<file path="src/rtl/pc_ir_unit_pkg.sv">
// Shared definitions for the PC / IR / memory-interface stage.
//  - default datapath width and reset PC
//  - memory access FSM state encoding
//  - access-kind codes carried through a multi-cycle access
package pc_ir_unit_pkg;

  localparam int          XLEN_DEF     = 16;
  localparam logic [15:0] RESET_PC_DEF = 16'h0000;

  // Memory access FSM states
  localparam logic [0:0] MEM_IDLE = 1'b0;
  localparam logic [0:0] MEM_WAIT = 1'b1;

  // Kind of access in flight; decides which register commits on completion
  localparam logic [1:0] ACC_FETCH = 2'd0;
  localparam logic [1:0] ACC_LOAD  = 2'd1;
  localparam logic [1:0] ACC_STORE = 2'd2;

endpackage

</file>
<file path="src/rtl/pc_ir_unit_mem_access_fsm.sv">
// Memory access sequencer for the unified instruction/data port.
// IDLE issues the request straight from the control inputs; if memory is
// not ready the address/we/wdata/kind are latched and WAIT holds them until
// mem_ready or until the timeout counter expires.
// Ports:
//  clk, rst_n            clock, async active-low reset
//  req_i, we_i           access request / write enable from decode
//  kind_i                ACC_FETCH / ACC_LOAD / ACC_STORE
//  addr_i, wdata_i       address (bit0 already cleared) and store data
//  mem_ready_i           memory completes this cycle
//  mem_req_o .. wdata_o  memory port drive
//  kind_o                kind of the access currently presented
//  stall_o               access presented but not completing this cycle
//  done_o                access completes this cycle
//  timeout_o             access abandoned this cycle
//  idle_o                FSM in IDLE (inputs are live, not latched)
module mem_access_fsm
  import pc_ir_unit_pkg::*;
#(
  parameter int XLEN    = XLEN_DEF,
  parameter int TIMEOUT = 15
) (
  input  logic            clk,
  input  logic            rst_n,
  input  logic            req_i,
  input  logic            we_i,
  input  logic [1:0]      kind_i,
  input  logic [XLEN-1:0] addr_i,
  input  logic [XLEN-1:0] wdata_i,
  input  logic            mem_ready_i,
  output logic            mem_req_o,
  output logic            mem_we_o,
  output logic [XLEN-1:0] mem_addr_o,
  output logic [XLEN-1:0] mem_wdata_o,
  output logic [1:0]      kind_o,
  output logic            stall_o,
  output logic            done_o,
  output logic            timeout_o,
  output logic            idle_o
);

  localparam logic [7:0] TO_CNT = 8'(TIMEOUT);

  logic [0:0]      state_q, state_d;
  logic [7:0]      cnt_q, cnt_d;
  logic [XLEN-1:0] addr_q, wd_q;
  logic            we_q;
  logic [1:0]      kind_q;
  logic            in_wait;

  assign in_wait = (state_q == MEM_WAIT);
  assign idle_o  = ~in_wait;

  // Request is gated by reset so the port drops the instant reset asserts,
  // even though the control inputs may still be requesting.
  assign mem_req_o   = rst_n & (in_wait | req_i);
  assign mem_we_o    = in_wait ? we_q   : we_i;
  assign mem_addr_o  = in_wait ? addr_q : addr_i;
  assign mem_wdata_o = in_wait ? wd_q   : wdata_i;
  assign kind_o      = in_wait ? kind_q : kind_i;
  assign stall_o     = mem_req_o & ~mem_ready_i;

  always_comb begin
    state_d   = state_q;
    cnt_d     = cnt_q;
    done_o    = 1'b0;
    timeout_o = 1'b0;
    if (!in_wait) begin
      if (req_i) begin
        if (mem_ready_i) begin
          done_o = 1'b1;
        end else begin
          state_d = MEM_WAIT;
          cnt_d   = 8'd1;
        end
      end
    end else begin
      if (mem_ready_i) begin
        done_o  = 1'b1;
        state_d = MEM_IDLE;
        cnt_d   = 8'd0;
      end else if (cnt_q == TO_CNT) begin
        timeout_o = 1'b1;
        state_d   = MEM_IDLE;
        cnt_d     = 8'd0;
      end else begin
        cnt_d = cnt_q + 8'd1;
      end
    end
  end

  always_ff @(posedge clk or negedge rst_n) begin
    if (!rst_n) begin
      state_q <= MEM_IDLE;
      cnt_q   <= 8'd0;
      addr_q  <= '0;
      wd_q    <= '0;
      we_q    <= 1'b0;
      kind_q  <= ACC_FETCH;
    end else begin
      state_q <= state_d;
      cnt_q   <= cnt_d;
      // Shadow the live request while idle; frozen once WAIT is entered
      if (!in_wait) begin
        addr_q <= addr_i;
        wd_q   <= wdata_i;
        we_q   <= we_i;
        kind_q <= kind_i;
      end
    end
  end

endmodule

</file>
<file path="src/rtl/pc_ir_unit.sv">
// PC / OldPC / IR / data register stage feeding the multicycle control unit.
// Executes pc_write/adr_src/ir_wr/mem_wr, drives the unified memory port
// and stalls while an access is outstanding.
// Ports:
//  clk, rst_n                    clock, async active-low reset
//  pc_write, adr_src, ir_wr,
//  mem_wr                        control from the control unit
//  result, wd                    result bus (next PC / address), store data
//  mem_rdata, mem_ready          memory response
//  mem_req, mem_we, mem_addr,
//  mem_wdata                     memory request
//  instr, pc, old_pc, data       architectural registers
//  stall                         access not completing this cycle
//  bus_err, misalign             sticky fault flags
module pc_ir_unit
  import pc_ir_unit_pkg::*;
#(
  parameter int              XLEN     = XLEN_DEF,
  parameter logic [XLEN-1:0] RESET_PC = XLEN'(RESET_PC_DEF),
  parameter int              TIMEOUT  = 15
) (
  input  logic            clk,
  input  logic            rst_n,
  input  logic            pc_write,
  input  logic            adr_src,
  input  logic            ir_wr,
  input  logic            mem_wr,
  input  logic [XLEN-1:0] result,
  input  logic [XLEN-1:0] wd,
  input  logic [XLEN-1:0] mem_rdata,
  input  logic            mem_ready,
  output logic            mem_req,
  output logic            mem_we,
  output logic [XLEN-1:0] mem_addr,
  output logic [XLEN-1:0] mem_wdata,
  output logic [XLEN-1:0] instr,
  output logic [XLEN-1:0] pc,
  output logic [XLEN-1:0] old_pc,
  output logic [XLEN-1:0] data,
  output logic            stall,
  output logic            bus_err,
  output logic            misalign
);

  logic [XLEN-1:0] pc_q, old_pc_q, instr_q, data_q;
  logic            bus_err_q, misalign_q;

  logic            rd, wr, req, conflict;
  logic [1:0]      kind_in, kind;
  logic [XLEN-1:0] raw_addr, acc_addr;
  logic            done, timeout, idle, pc_load;

  // A store wins over a simultaneous fetch; the conflict is flagged.
  assign conflict = ir_wr & mem_wr;
  assign rd       = ir_wr | (adr_src & ~mem_wr);
  assign wr       = mem_wr;
  assign req      = rd | wr;
  assign kind_in  = wr ? ACC_STORE : (ir_wr ? ACC_FETCH : ACC_LOAD);

  assign raw_addr = adr_src ? result : pc_q;
  assign acc_addr = {raw_addr[XLEN-1:1], 1'b0};

  mem_access_fsm #(
    .XLEN    (XLEN),
    .TIMEOUT (TIMEOUT)
  ) u_fsm (
    .clk         (clk),
    .rst_n       (rst_n),
    .req_i       (req),
    .we_i        (wr),
    .kind_i      (kind_in),
    .addr_i      (acc_addr),
    .wdata_i     (wd),
    .mem_ready_i (mem_ready),
    .mem_req_o   (mem_req),
    .mem_we_o    (mem_we),
    .mem_addr_o  (mem_addr),
    .mem_wdata_o (mem_wdata),
    .kind_o      (kind),
    .stall_o     (stall),
    .done_o      (done),
    .timeout_o   (timeout),
    .idle_o      (idle)
  );

  // PC only moves in a non-stalled cycle, so a fetch's pc+2 lands together
  // with the IR load, and a timed-out access commits nothing.
  assign pc_load = pc_write & ~stall;

  always_ff @(posedge clk or negedge rst_n) begin
    if (!rst_n) begin
      pc_q       <= RESET_PC;
      old_pc_q   <= '0;
      instr_q    <= '0;
      data_q     <= '0;
      bus_err_q  <= 1'b0;
      misalign_q <= 1'b0;
    end else begin
      if (done && kind == ACC_FETCH) begin
        instr_q  <= mem_rdata;
        old_pc_q <= pc_q;     // pre-update PC even if pc_load fires now
      end
      if (done && kind == ACC_LOAD)
        data_q <= mem_rdata;
      if (pc_load)
        pc_q <= {result[XLEN-1:1], 1'b0};
      // Access address is only inspected when issued from IDLE; in WAIT
      // the latched, already-aligned address is in use.
      if ((pc_load && result[0]) || (idle && req && raw_addr[0]))
        misalign_q <= 1'b1;
      if (timeout || (idle && conflict))
        bus_err_q <= 1'b1;
    end
  end

  assign pc       = pc_q;
  assign old_pc   = old_pc_q;
  assign instr    = instr_q;
  assign data     = data_q;
  assign bus_err  = bus_err_q;
  assign misalign = misalign_q;

endmodule

</file>
<file path="config.mk">
export PLATFORM = sky130hd
export DESIGN_NAME = pc_ir_unit
export DESIGN_NICKNAME = d
export VERILOG_FILES = /design/src/rtl/pc_ir_unit_pkg.sv /design/src/rtl/pc_ir_unit_mem_access_fsm.sv /design/src/rtl/pc_ir_unit.sv
export SDC_FILE = /design/constraint.sdc
export NUM_CORES = 1
export LEC_CHECK = 0
export CAP_MARGIN = 20
export CORE_ASPECT_RATIO = 2
export CORE_MARGIN = 8
export CORE_UTILIZATION = 36
export CTS_BUF_LIST = sky130_fd_sc_hd__clkbuf_4 sky130_fd_sc_hd__clkbuf_8
export DETAILED_ROUTE_END_ITERATION = 7
export PLACE_DENSITY = 0.65
export SETUP_SLACK_MARGIN = 0.05
export SLEW_MARGIN = 0
export SYNTH_ARGS = -nofsm -noshare
export SYNTH_HDL_FRONTEND = slang
export SYNTH_SLANG_ARGS = --single-unit
</file>
<file path="constraint.sdc">
create_clock -name clk -period 5.9 [get_ports clk]
set_input_delay 1.18 -clock clk [delete_from_list [all_inputs] [get_ports clk]]
set_output_delay 1.18 -clock clk [all_outputs]
set_load 0.05 [all_outputs]
</file>
==> reports/results.txt <==
CP arrival: 3.28 ns
final setup violation count: 0
FILL cells: 1065
post-cts repair resize count: 0
core area: 12200 µm²
YS warnings: 0
Clock transition at path regs: 0.10 ns
fmax: 0.224 GHz
Gate Count Post-Synth: 314
CP required: 4.72 ns
Worst Setup Path Type: in -> out
worst-path fanout max: 18
CTS tree: yes
leakage power figure: 2.79 nW
Post-synth EDFFs: 0
DP HPWL: 8780 µm
Synth area leader: dfrtp_1
IR drop worst, VDD: 0.000221 V
largest net degree at the start of global routing: 69
Synth Area per Inst: 14.3 µm²
ANT cells: 0
H-tree depth: 3
Final Net Count: 520
die area: 16500 µm²
CTS Root Cell: clkbuf_8
Die X: 95.0 µm
Layout area overhead: 41.8%
fin crit share: 0.756
Yosys top cell area share: 0.602
number of global-route vias before repair: 3341
PwrDens: 408 nW/µm²
Synth Flop Type: dfrtp_1
Seq/Total Area, Yosys: 0.602
share of flip-flops with an asynchronous set or reset: 1.00
most common cell after layout, fill and taps aside: clkdlybuf4s50_1
critical path capture point type: output pin
Setup crit start: adr_src
outcome: complete, no violations
Routed WL per cell: 19.1 µm
Die H: 174 µm
postcts setup bufs: 0
vias per cell: 4.91
first-pass GRT wire length: 18700 µm
post-synthesis sequential element count: 108
unrepaired setup endpoints after global routing: false
clk sinks: 108
commonest non-fill, non-tap cells in the layout: 152 x clkdlybuf4s50_1, 107 x dfrtp_1, 48 x mux2_2
max-cap viol count: 0
hold crit path type: reg -> reg
DRT iter0 DRCs: 94
worst flop-to-flop path startpoint: u_fsm.in_wait
layout cells sized above 1: 0.224
Ports: 156
final instance area: 6370 µm²
Slew @ Worst Pin: 0.888 ns
Post-CTS Hold Fix Bufs: 0
vias: 3027
DRT Wirelength: 11800 µm
grt ovf: 0
Hold Fails Final Rpt: 0
antenna violations before repair: 0
Port Buf Inserts: 153
final setup TNS: 0 ns
clock latency on the worst-skew pair: 0.37 ns
Final Max Tran Viols: 0
sequential cell area: 2700 µm²
min cycle time layout: 4.46 ns
Final GP Congestion: 0.744
count of cell types in the netlist: 39
Post-DP Area: 6130 µm²
# rows: 57
Max-slew headroom: 0.406
mapped cell area: 4490 µm²
largest cells by area after synthesis: dfrtp_1 60%, mux2_2 12%, mux2_4 10%
Inserted Clock Buffers: 9
clk buf depth: 2
TritonRoute pass-1 iters: 4
hold_sp: misalign
drt drc: 0
multi-input logic area: 1680 µm²
Total GRT Usage: 0.146
Worst Setup Start Kind: input pin
worst-case clock skew: 0.0166 ns
DRT antenna net count: 0
Starting Density: 0.368
[path summary, 6_finish.rpt]
check / cells after the start / slack [ns] / end
worst max-delay path: 5 / 1.44 / mem_addr[15]
worst min-delay path: 1 / 0.47 / misalign
worst max register to register: 4 / 3.72 / old_pc[2]
worst min register to register: 1 / 0.47 / misalign
max in group asynchronous: 2 / 3.81 / u_fsm.in_wait
min in group asynchronous: 1 / 0.78 / u_fsm.wd_q[14]
[registers in the layout (all words and copies together), names as in the netlist]
name / cells
data: 16
u_fsm.cnt_q: 8
pc: 15
misalign: 1
u_fsm.we_q: 1
u_fsm.in_wait: 1
u_fsm.wd_q: 16
u_fsm.addr_q: 16
old_pc: 15
bus_err: 1
u_fsm.kind_q: 2
instr: 16
[cell usage after synthesis, types with 2 or more instances]
cell,number
mux2i_1,16
buf_1,3
a21o_1,2
inv_1,3
mux2_2,48
buf_4,3
dfrtp_1,108
clkbuf_1,6
o22ai_1,2
nand4_1,2
a22o_1,2
and3_1,2
buf_2,4
nand3_1,2
nor2_1,6
mux2_4,30
o21ai_0,25
nor2b_1,2
o31ai_2,2
nand2_1,24
buf_6,3
nand2b_1,2
[routing by layer]
layer | vias up | wire [µm] | share of wire | GRT usage
li1 | 1397 | - | - | -
met4 | 0 | 282 | 0.024 | 0.0643
met1 | 1513 | 4100 | 0.35 | 0.150
met2 | 105 | 6800 | 0.58 | 0.271
met3 | 12 | 592 | 0.050 | 0.0285
met5 | - | 0 | 0 | 0
[critical path, stage by stage]
cell	delay [ns]
clkdlybuf4s50_1	0.46
buf_4	0.32
mux2i_1	0.11
o21ai_0	0.32
clkdlybuf4s50_1	0.88
[power breakdown]
part           switching, mW  leakage [nW]  internal, mW  total (mW)
logic                  0.714          1.39         0.428        1.14
clock network          0.268         0.111         0.217       0.485
registers             0.0824          1.29         0.886       0.969
[cell families after synthesis]
group | count (synthesis) | share of synthesized area
and+or+nand+nor | 47 | 0.0524
muxes | 94 | 0.256
xor gates and xnor gates | 1 | 0.00195
AOI/OAI and AO/OA | 40 | 0.0563
DFF | 108 | 0.602
adders and majority gates | 1 | 0.00279
other | 1 | 0.000836
buffers and inverters | 22 | 0.0270
[through the flow]
stage | total power [mW] | hold WS (ns) | instances | worst slack (ns) | util
after global placement | 2.12 | 0.442 | 599 | 1.48 | 0.502
final | 2.60 | 0.471 | 616 | 1.44 | 0.522
after CTS | 2.63 | 0.474 | 615 | 1.43 | 0.520
after floorplan | 1.71 | 0.449 | 315 | 1.63 | -
after detailed placement | 2.14 | 0.443 | 599 | 1.42 | 0.502
after global routing | 2.70 | 0.504 | 616 | 1.40 | 0.522
[layout make-up]
type                       count  share of cell area
sequential                   108               0.425
tap                          147              0.0289
clock buffer                  10              0.0216
clock inverter                 6              0.0128
multi-input combinational    185               0.263
inverter                       3             0.00177
timing repair buffer         157               0.247
Note: power is estimated with default switching activity, not from simulation.
